### src/rtl/inst_fetch_pkg.sv
// Shared definitions for the instruction fetch unit: bus widths, opcodes,
// prediction flag values, FSM state encoding and the next-PC predictor.
package inst_fetch_pkg;

    localparam int ADDR_W = 32;
    localparam int INST_W = 32;

    localparam logic [6:0] OP_JAL    = 7'b1101111;
    localparam logic [6:0] OP_BRANCH = 7'b1100011;

    localparam logic JUMP     = 1'b1;
    localparam logic NOT_JUMP = 1'b0;

    typedef enum logic [1:0] {
        IDLE  = 2'd0,
        FETCH = 2'd1,
        HOLD  = 2'd2,
        DROP  = 2'd3
    } fetch_state_t;

    typedef struct packed {
        logic [ADDR_W-1:0] pc;
        logic              pd;
    } pred_t;

    // Next fetch address and jump flag for a word fetched at pc.
    // JAL always jumps; a branch jumps only when the direction predictor
    // says taken; everything else (JALR included) falls through.
    function automatic pred_t predict_next(input logic [ADDR_W-1:0] pc,
                                           input logic [INST_W-1:0] inst,
                                           input logic              br_taken);
        logic signed [ADDR_W-1:0] imm_j;
        logic signed [ADDR_W-1:0] imm_b;
        pred_t                    r;
        imm_j = {{12{inst[31]}}, inst[19:12], inst[20], inst[30:21], 1'b0};
        imm_b = {{20{inst[31]}}, inst[7], inst[30:25], inst[11:8], 1'b0};
        r.pc  = pc + 32'd4;
        r.pd  = NOT_JUMP;
        if (inst[6:0] == OP_JAL) begin
            r.pc = pc + imm_j;
            r.pd = JUMP;
        end else if (inst[6:0] == OP_BRANCH && br_taken) begin
            r.pc = pc + imm_b;
            r.pd = JUMP;
        end
        return r;
    endfunction

endpackage

### src/rtl/inst_fetch_branch_predictor.sv
// Branch history table: one 2-bit saturating counter per index.
// Lookup is combinational; updates land on the next edge, so a lookup of
// the index being updated in the same cycle returns the old counter.
module inst_fetch_branch_predictor #(
    parameter  int ENTRIES = 64,
    localparam int IDX_W   = $clog2(ENTRIES)
) (
    input  logic             clk,
    input  logic             rst,
    input  logic             rdy,
    input  logic [IDX_W-1:0] lookup_idx,
    output logic             predict_taken,
    input  logic             upd_en,
    input  logic [IDX_W-1:0] upd_idx,
    input  logic             upd_taken
);

    logic [1:0] counters [ENTRIES];

    assign predict_taken = counters[lookup_idx][1];

    // Saturating counter update from resolved branch outcomes.
    always_ff @(posedge clk or posedge rst) begin
        if (rst) begin
            for (int i = 0; i < ENTRIES; i++) begin
                counters[i] <= 2'b01;
            end
        end else if (rdy && upd_en) begin
            if (upd_taken) begin
                if (counters[upd_idx] != 2'b11) begin
                    counters[upd_idx] <= counters[upd_idx] + 2'd1;
                end
            end else begin
                if (counters[upd_idx] != 2'b00) begin
                    counters[upd_idx] <= counters[upd_idx] - 2'd1;
                end
            end
        end
    end

endmodule

### src/rtl/inst_fetch.sv
// Instruction fetch unit: owns the fetch PC, requests words from the memory
// controller, predicts the next PC and hands each word to the decoder.
// Optional feature macro: IF_BHT_EN builds the branch history table;
// without it, conditional branches are always predicted not-taken.
module inst_fetch
    import inst_fetch_pkg::*;
#(
    parameter logic [ADDR_W-1:0] RESET_PC    = 32'h0,
    parameter int                BHT_ENTRIES = 64
) (
    input  logic              clk,
    input  logic              rst,
    input  logic              rdy,
    output logic              oMC_en,
    output logic [ADDR_W-1:0] oMC_addr,
    input  logic              iMC_done,
    input  logic [INST_W-1:0] iMC_inst,
    input  logic              iDEC_stall,
    output logic              oDEC_en,
    output logic [INST_W-1:0] oDEC_inst,
    output logic [ADDR_W-1:0] oDEC_pc,
    output logic              oDEC_pd,
    input  logic              iROB_jump_en,
    input  logic [ADDR_W-1:0] iROB_jump_pc,
    input  logic              iROB_bp_en,
    input  logic [ADDR_W-1:0] iROB_bp_pc,
    input  logic              iROB_bp_taken
);

    localparam int BHT_IDX_W = $clog2(BHT_ENTRIES);

    fetch_state_t      state;
    logic [ADDR_W-1:0] pc;
    logic              bht_taken;
    pred_t             pred;

`ifdef IF_BHT_EN
    logic unused_bp;
    assign unused_bp = ^iROB_bp_pc;

    inst_fetch_branch_predictor #(
        .ENTRIES(BHT_ENTRIES)
    ) u_branch_predictor (
        .clk          (clk),
        .rst          (rst),
        .rdy          (rdy),
        .lookup_idx   (pc[BHT_IDX_W+1:2]),
        .predict_taken(bht_taken),
        .upd_en       (iROB_bp_en),
        .upd_idx      (iROB_bp_pc[BHT_IDX_W+1:2]),
        .upd_taken    (iROB_bp_taken)
    );
`else
    logic unused_bp;
    assign unused_bp = ^{iROB_bp_en, iROB_bp_pc, iROB_bp_taken, pc[BHT_IDX_W+1:2]};
    assign bht_taken = 1'b0;
`endif

    // Next-PC prediction for the word currently returned by memory.
    always_comb begin
        pred = predict_next(pc, iMC_inst, bht_taken);
    end

    // Fetch FSM with registered memory and decoder outputs; a redirect
    // overrides everything else and cancels any pending decoder output.
    always_ff @(posedge clk or posedge rst) begin
        if (rst) begin
            state     <= IDLE;
            pc        <= RESET_PC;
            oMC_en    <= 1'b0;
            oMC_addr  <= '0;
            oDEC_en   <= 1'b0;
            oDEC_inst <= '0;
            oDEC_pc   <= '0;
            oDEC_pd   <= NOT_JUMP;
        end else if (!rdy) begin
            oDEC_en <= 1'b0;
        end else begin
            oDEC_en <= 1'b0;
            if (iROB_jump_en) begin
                pc <= iROB_jump_pc;
                case (state)
                    FETCH: begin
                        if (iMC_done) begin
                            oMC_en   <= 1'b1;
                            oMC_addr <= iROB_jump_pc;
                        end else begin
                            // Request still in flight: its data must be dropped.
                            state <= DROP;
                        end
                    end
                    DROP: begin
                        if (iMC_done) begin
                            state    <= FETCH;
                            oMC_addr <= iROB_jump_pc;
                        end
                    end
                    default: begin
                        state    <= FETCH;
                        oMC_en   <= 1'b1;
                        oMC_addr <= iROB_jump_pc;
                    end
                endcase
            end else begin
                case (state)
                    IDLE: begin
                        state    <= FETCH;
                        oMC_en   <= 1'b1;
                        oMC_addr <= pc;
                    end
                    FETCH: begin
                        if (iMC_done) begin
                            pc        <= pred.pc;
                            oDEC_inst <= iMC_inst;
                            oDEC_pc   <= pc;
                            oDEC_pd   <= pred.pd;
                            if (!iDEC_stall) begin
                                oDEC_en  <= 1'b1;
                                oMC_addr <= pred.pc;
                            end else begin
                                // Word stays parked on the decoder outputs.
                                state  <= HOLD;
                                oMC_en <= 1'b0;
                            end
                        end
                    end
                    HOLD: begin
                        if (!iDEC_stall) begin
                            oDEC_en  <= 1'b1;
                            state    <= FETCH;
                            oMC_en   <= 1'b1;
                            oMC_addr <= pc;
                        end
                    end
                    DROP: begin
                        if (iMC_done) begin
                            state    <= FETCH;
                            oMC_addr <= pc;
                        end
                    end
                endcase
            end
        end
    end

endmodule

### config.mk
export PLATFORM = sky130hd
export DESIGN_NAME = inst_fetch
export DESIGN_NICKNAME = d
export VERILOG_FILES = /design/src/rtl/inst_fetch_pkg.sv /design/src/rtl/inst_fetch_branch_predictor.sv /design/src/rtl/inst_fetch.sv
export SDC_FILE = /design/constraint.sdc
export NUM_CORES = 1
export LEC_CHECK = 0
export BUFFER_PORTS_ARGS = -buffer_cell sky130_fd_sc_hd__buf_2
export CORE_MARGIN = 8
export CORE_UTILIZATION = 30
export CTS_CLUSTER_DIAMETER = 80
export DETAILED_ROUTE_END_ITERATION = 10
export PLACE_DENSITY = 0.5
export SLEW_MARGIN = 20
export SYNTH_ARGS = -nofsm -noshare
export SYNTH_HDL_FRONTEND = slang
export SYNTH_HIERARCHICAL = 1
export SYNTH_SLANG_ARGS = --single-unit
### constraint.sdc
create_clock -name clk -period 5.7 [get_ports clk]
set_clock_uncertainty 0.1 [all_clocks]
set_input_delay 0.57 -clock clk [delete_from_list [all_inputs] [get_ports clk]]
set_output_delay 0.57 -clock clk [all_outputs]
set_load 0.03 [all_outputs]
==> results.cfg <==
[critical_path]
criticalPathCategory = reg -> reg
timing.critical_path.slowest_cell_delay_ns = 0.44
worstReg2RegEnd = pc[31]$_DFFE_PP0P_
worstRegToRegCells = 12
r2r_setup_slack_ns = 2.21
timing.critical_path.required_ns = 5.98
cp-start-kind = flop
crit_chain = ha_1 > inv_1 > fa_1 > nand2b_1 > a21oi_1 > o211ai_1 > a211oi_1 > o21ai_1 > or4_1 > o311ai_1 > mux2i_1 > o221a_2
crit_fanout = 5
critical_path.reg2reg.startpoint = pc[1]$_DFFE_PP0P_
cpMaxStageDelayCell = sky130_fd_sc_hd__dfrtp_1
endpoint_kind = flop
worst_ep_arrival_time_ns = 3.77
crit_path_end = pc[31]$_DFFE_PP0P_
critPathLaunch = pc[1]$_DFFE_PP0P_

[die]
count_of_boundary_i_o_pins = 203
fp.coreArea_um2 = 27900
die_area_um2 = 34000
die_w_um = 184
rows = 61
chipHeight_um = 184
initial_core_util = 0.305

[synthesis]
synth-async-reset-ratio = 1.00
gate_count_after_technology_mapping = 1060
synth_enable_flop_cells = 0
seq_area_frac_synth = 0.391
syn-num-nets = 1201
synth_seq_cells = 133
yosysWarnings = 6
syn_std_cell_area_um2 = 8500
synth_flop_cell = sky130_fd_sc_hd__dfrtp_1
syn_avg_cell_area_um2 = 8.02
yosysUniqueCellTypes = 65

[grt]
grt_usage = 0.174
grt_pass1_vias = 7973
grt_max_degree = 95
antenna_found_initial = 4
grt_overflow = 0
first_pass_grt_wire_length_mm = 46.1

[hold_path]
min_path_type = in -> async

[timing]
setup-violations-final = 0
slew_headroom = 0.376
worst-slew-pin-transition_ns = 0.933
final_worst_path_period_need_ns = 3.49
rsz0062_at_grt = false
final_hold_viol_count = 0
highest_attainable_clock_frequency_mhz = 287
final.period_utilization = 0.612
hold_ws_ns = 0.227
slew_violations = 0
timing.setup.tns_ns = 0

[detailed_routing]
route.vias.total = 8081
drt_first_iter_violations = 506
routed_wirelength_mm = 29.5
post_drt_via_cell_ratio = 5.11
route.detailed.wl_per_inst_um = 18.6
antenna_left = 0
detailedRoute.firstPassIterationCount = 5
remaining_drc_errors = 0

[clock_network]
cts-resized-gates = 0
worstSkewPairLatency_ns = 0.43
clk_root_buffer_cell = sky130_fd_sc_hd__clkbuf_16
max-clock-path-buffers = 2
worst_setup_hold_path_clk_slew_ns = 0.07
numCtsBuffers = 17
ctsHoldBuffers = 0
cts_tree = built
cts.sink_count = 133
cts_setup_buffers = 0
htree_levels = 4

[power_and_ir_drop]
power_leakage_nw = 4.93
peakVddDrop_uv = 233
power_per_cell_area_nw_per_um2 = 520

[place]
io_buffer_count = 168
place.gp.congestion = 0.832
detailedPlacementHpwl_mm = 21.5

[final_layout]
n_antenna_cell = 0
sequential_cell_area_um2 = 3330
layout_commonest_cell = sky130_fd_sc_hd__nand2_1
multi_input_gate_area_in_the_final_layout_um2 = 4870
fill_cells = 2972
post_route_cells_drive_above_1_share = 0.199
num-nets-final = 1332
flow.area_growth_from_synthesis_pct = 20.6
commonest_cells_after_routing_fill_and_taps_aside = sky130_fd_sc_hd__nand2_1, sky130_fd_sc_hd__buf_2, sky130_fd_sc_hd__dfrtp_1

[run]
maxCapViolations = 0

[status]
run_status = completed
[power by group]
part / switching (mW) / internal (mW) / leakage (nW) / total, mW
clock network: 0.494 / 0.623 / 0.276 / 1.12
registers: 0.349 / 1.28 / 1.62 / 1.63
logic: 1.70 / 0.886 / 3.04 / 2.58
total: 2.54 / 2.79 / 4.93 / 5.33
[kinds of logic (layout without fill, tap and decap cells)]
group           Yosys count  count (layout)  synth area share
simple gates            467             467             0.235
flops                   133             133             0.391
mux                      25              25            0.0305
xor+xnor                 47              47            0.0484
compound gates          266             266             0.201
buf+inv                  85             229            0.0385
fa+ha+maj                37              37            0.0553
[worst max-delay path: cells and delay by family (launching register included)]
kind            cells  cell delay (ns)
simple gates        2             0.60
compound gates      6             1.39
buf+inv             1             0.05
flops               1             0.44
fa+ha+maj           2             0.60
mux                 1             0.24
[metal layers]
metal	share of wire	global-route usage	vias to the layer above
met3	0.061	0.0457	43
met1	0.43	0.212	3880
met5	0.0017	0	-
met2	0.50	0.302	210
li1	-	-	3940
met4	0.015	0.0432	8
[final cells by class]
class,instances,area share
clock inverters,14,0.0135
repair buffers,181,0.0915
flip-flops and latches,133,0.324
well taps,378,0.0461
multi-input cells,842,0.475
inverters,16,0.00634
clock buffers,18,0.0428
[registers in the layout, indices dropped and copies added (netlist names)]
signal	cells
oDEC_inst	32
oDEC_pd	1
state	2
oDEC_pc	32
oMC_en	1
oDEC_en	1
pc	32
oMC_addr	32
[synthesized netlist by cell type, drive strengths merged, types with 18 or more instances]
| cell | count | share of area |
|---|---|---|
| xnor2 | 27 | 0.028 |
| a21o | 20 | 0.018 |
| nand3 | 22 | 0.013 |
| dfrtp | 133 | 0.39 |
| clkbuf | 53 | 0.024 |
| a21oi | 69 | 0.041 |
| mux2i | 18 | 0.021 |
| xor2 | 20 | 0.021 |
| nor2 | 69 | 0.030 |
| ha | 36 | 0.053 |
| nand2 | 304 | 0.13 |
| o21ai | 74 | 0.044 |
[per-stage QoR]
stage          utilization  area [um2]  cells  setup slack (ns)  total power, mW
4_1_cts              0.368       10300   1582              2.21             5.39
5_1_grt              0.368       10300   1582              1.92             5.71
2_1_floorplan            -        8500   1060              1.48             3.43
3_5_place_dp         0.347        9680   1550              2.04             4.25
6_report             0.368       10300   1582              2.21             5.33
3_3_place_gp         0.347        9680   1550              2.05             4.23
[worst min-delay path by stage]
stage	endpoint	slack (ns)
after detailed placement	oDEC_inst[18]$_DFFE_PP0P_	0.36
after global placement	oDEC_pc[26]$_DFFE_PP0P_	0.36
after floorplan	oDEC_pc[0]$_DFFE_PP0P_	0.35
after global routing	oDEC_inst[7]$_DFFE_PP0P_	0.22
after CTS	oDEC_inst[7]$_DFFE_PP0P_	0.21
final	oDEC_inst[6]$_DFFE_PP0P_	0.23
No activity file was read; power rests on OpenSTA's default activity.
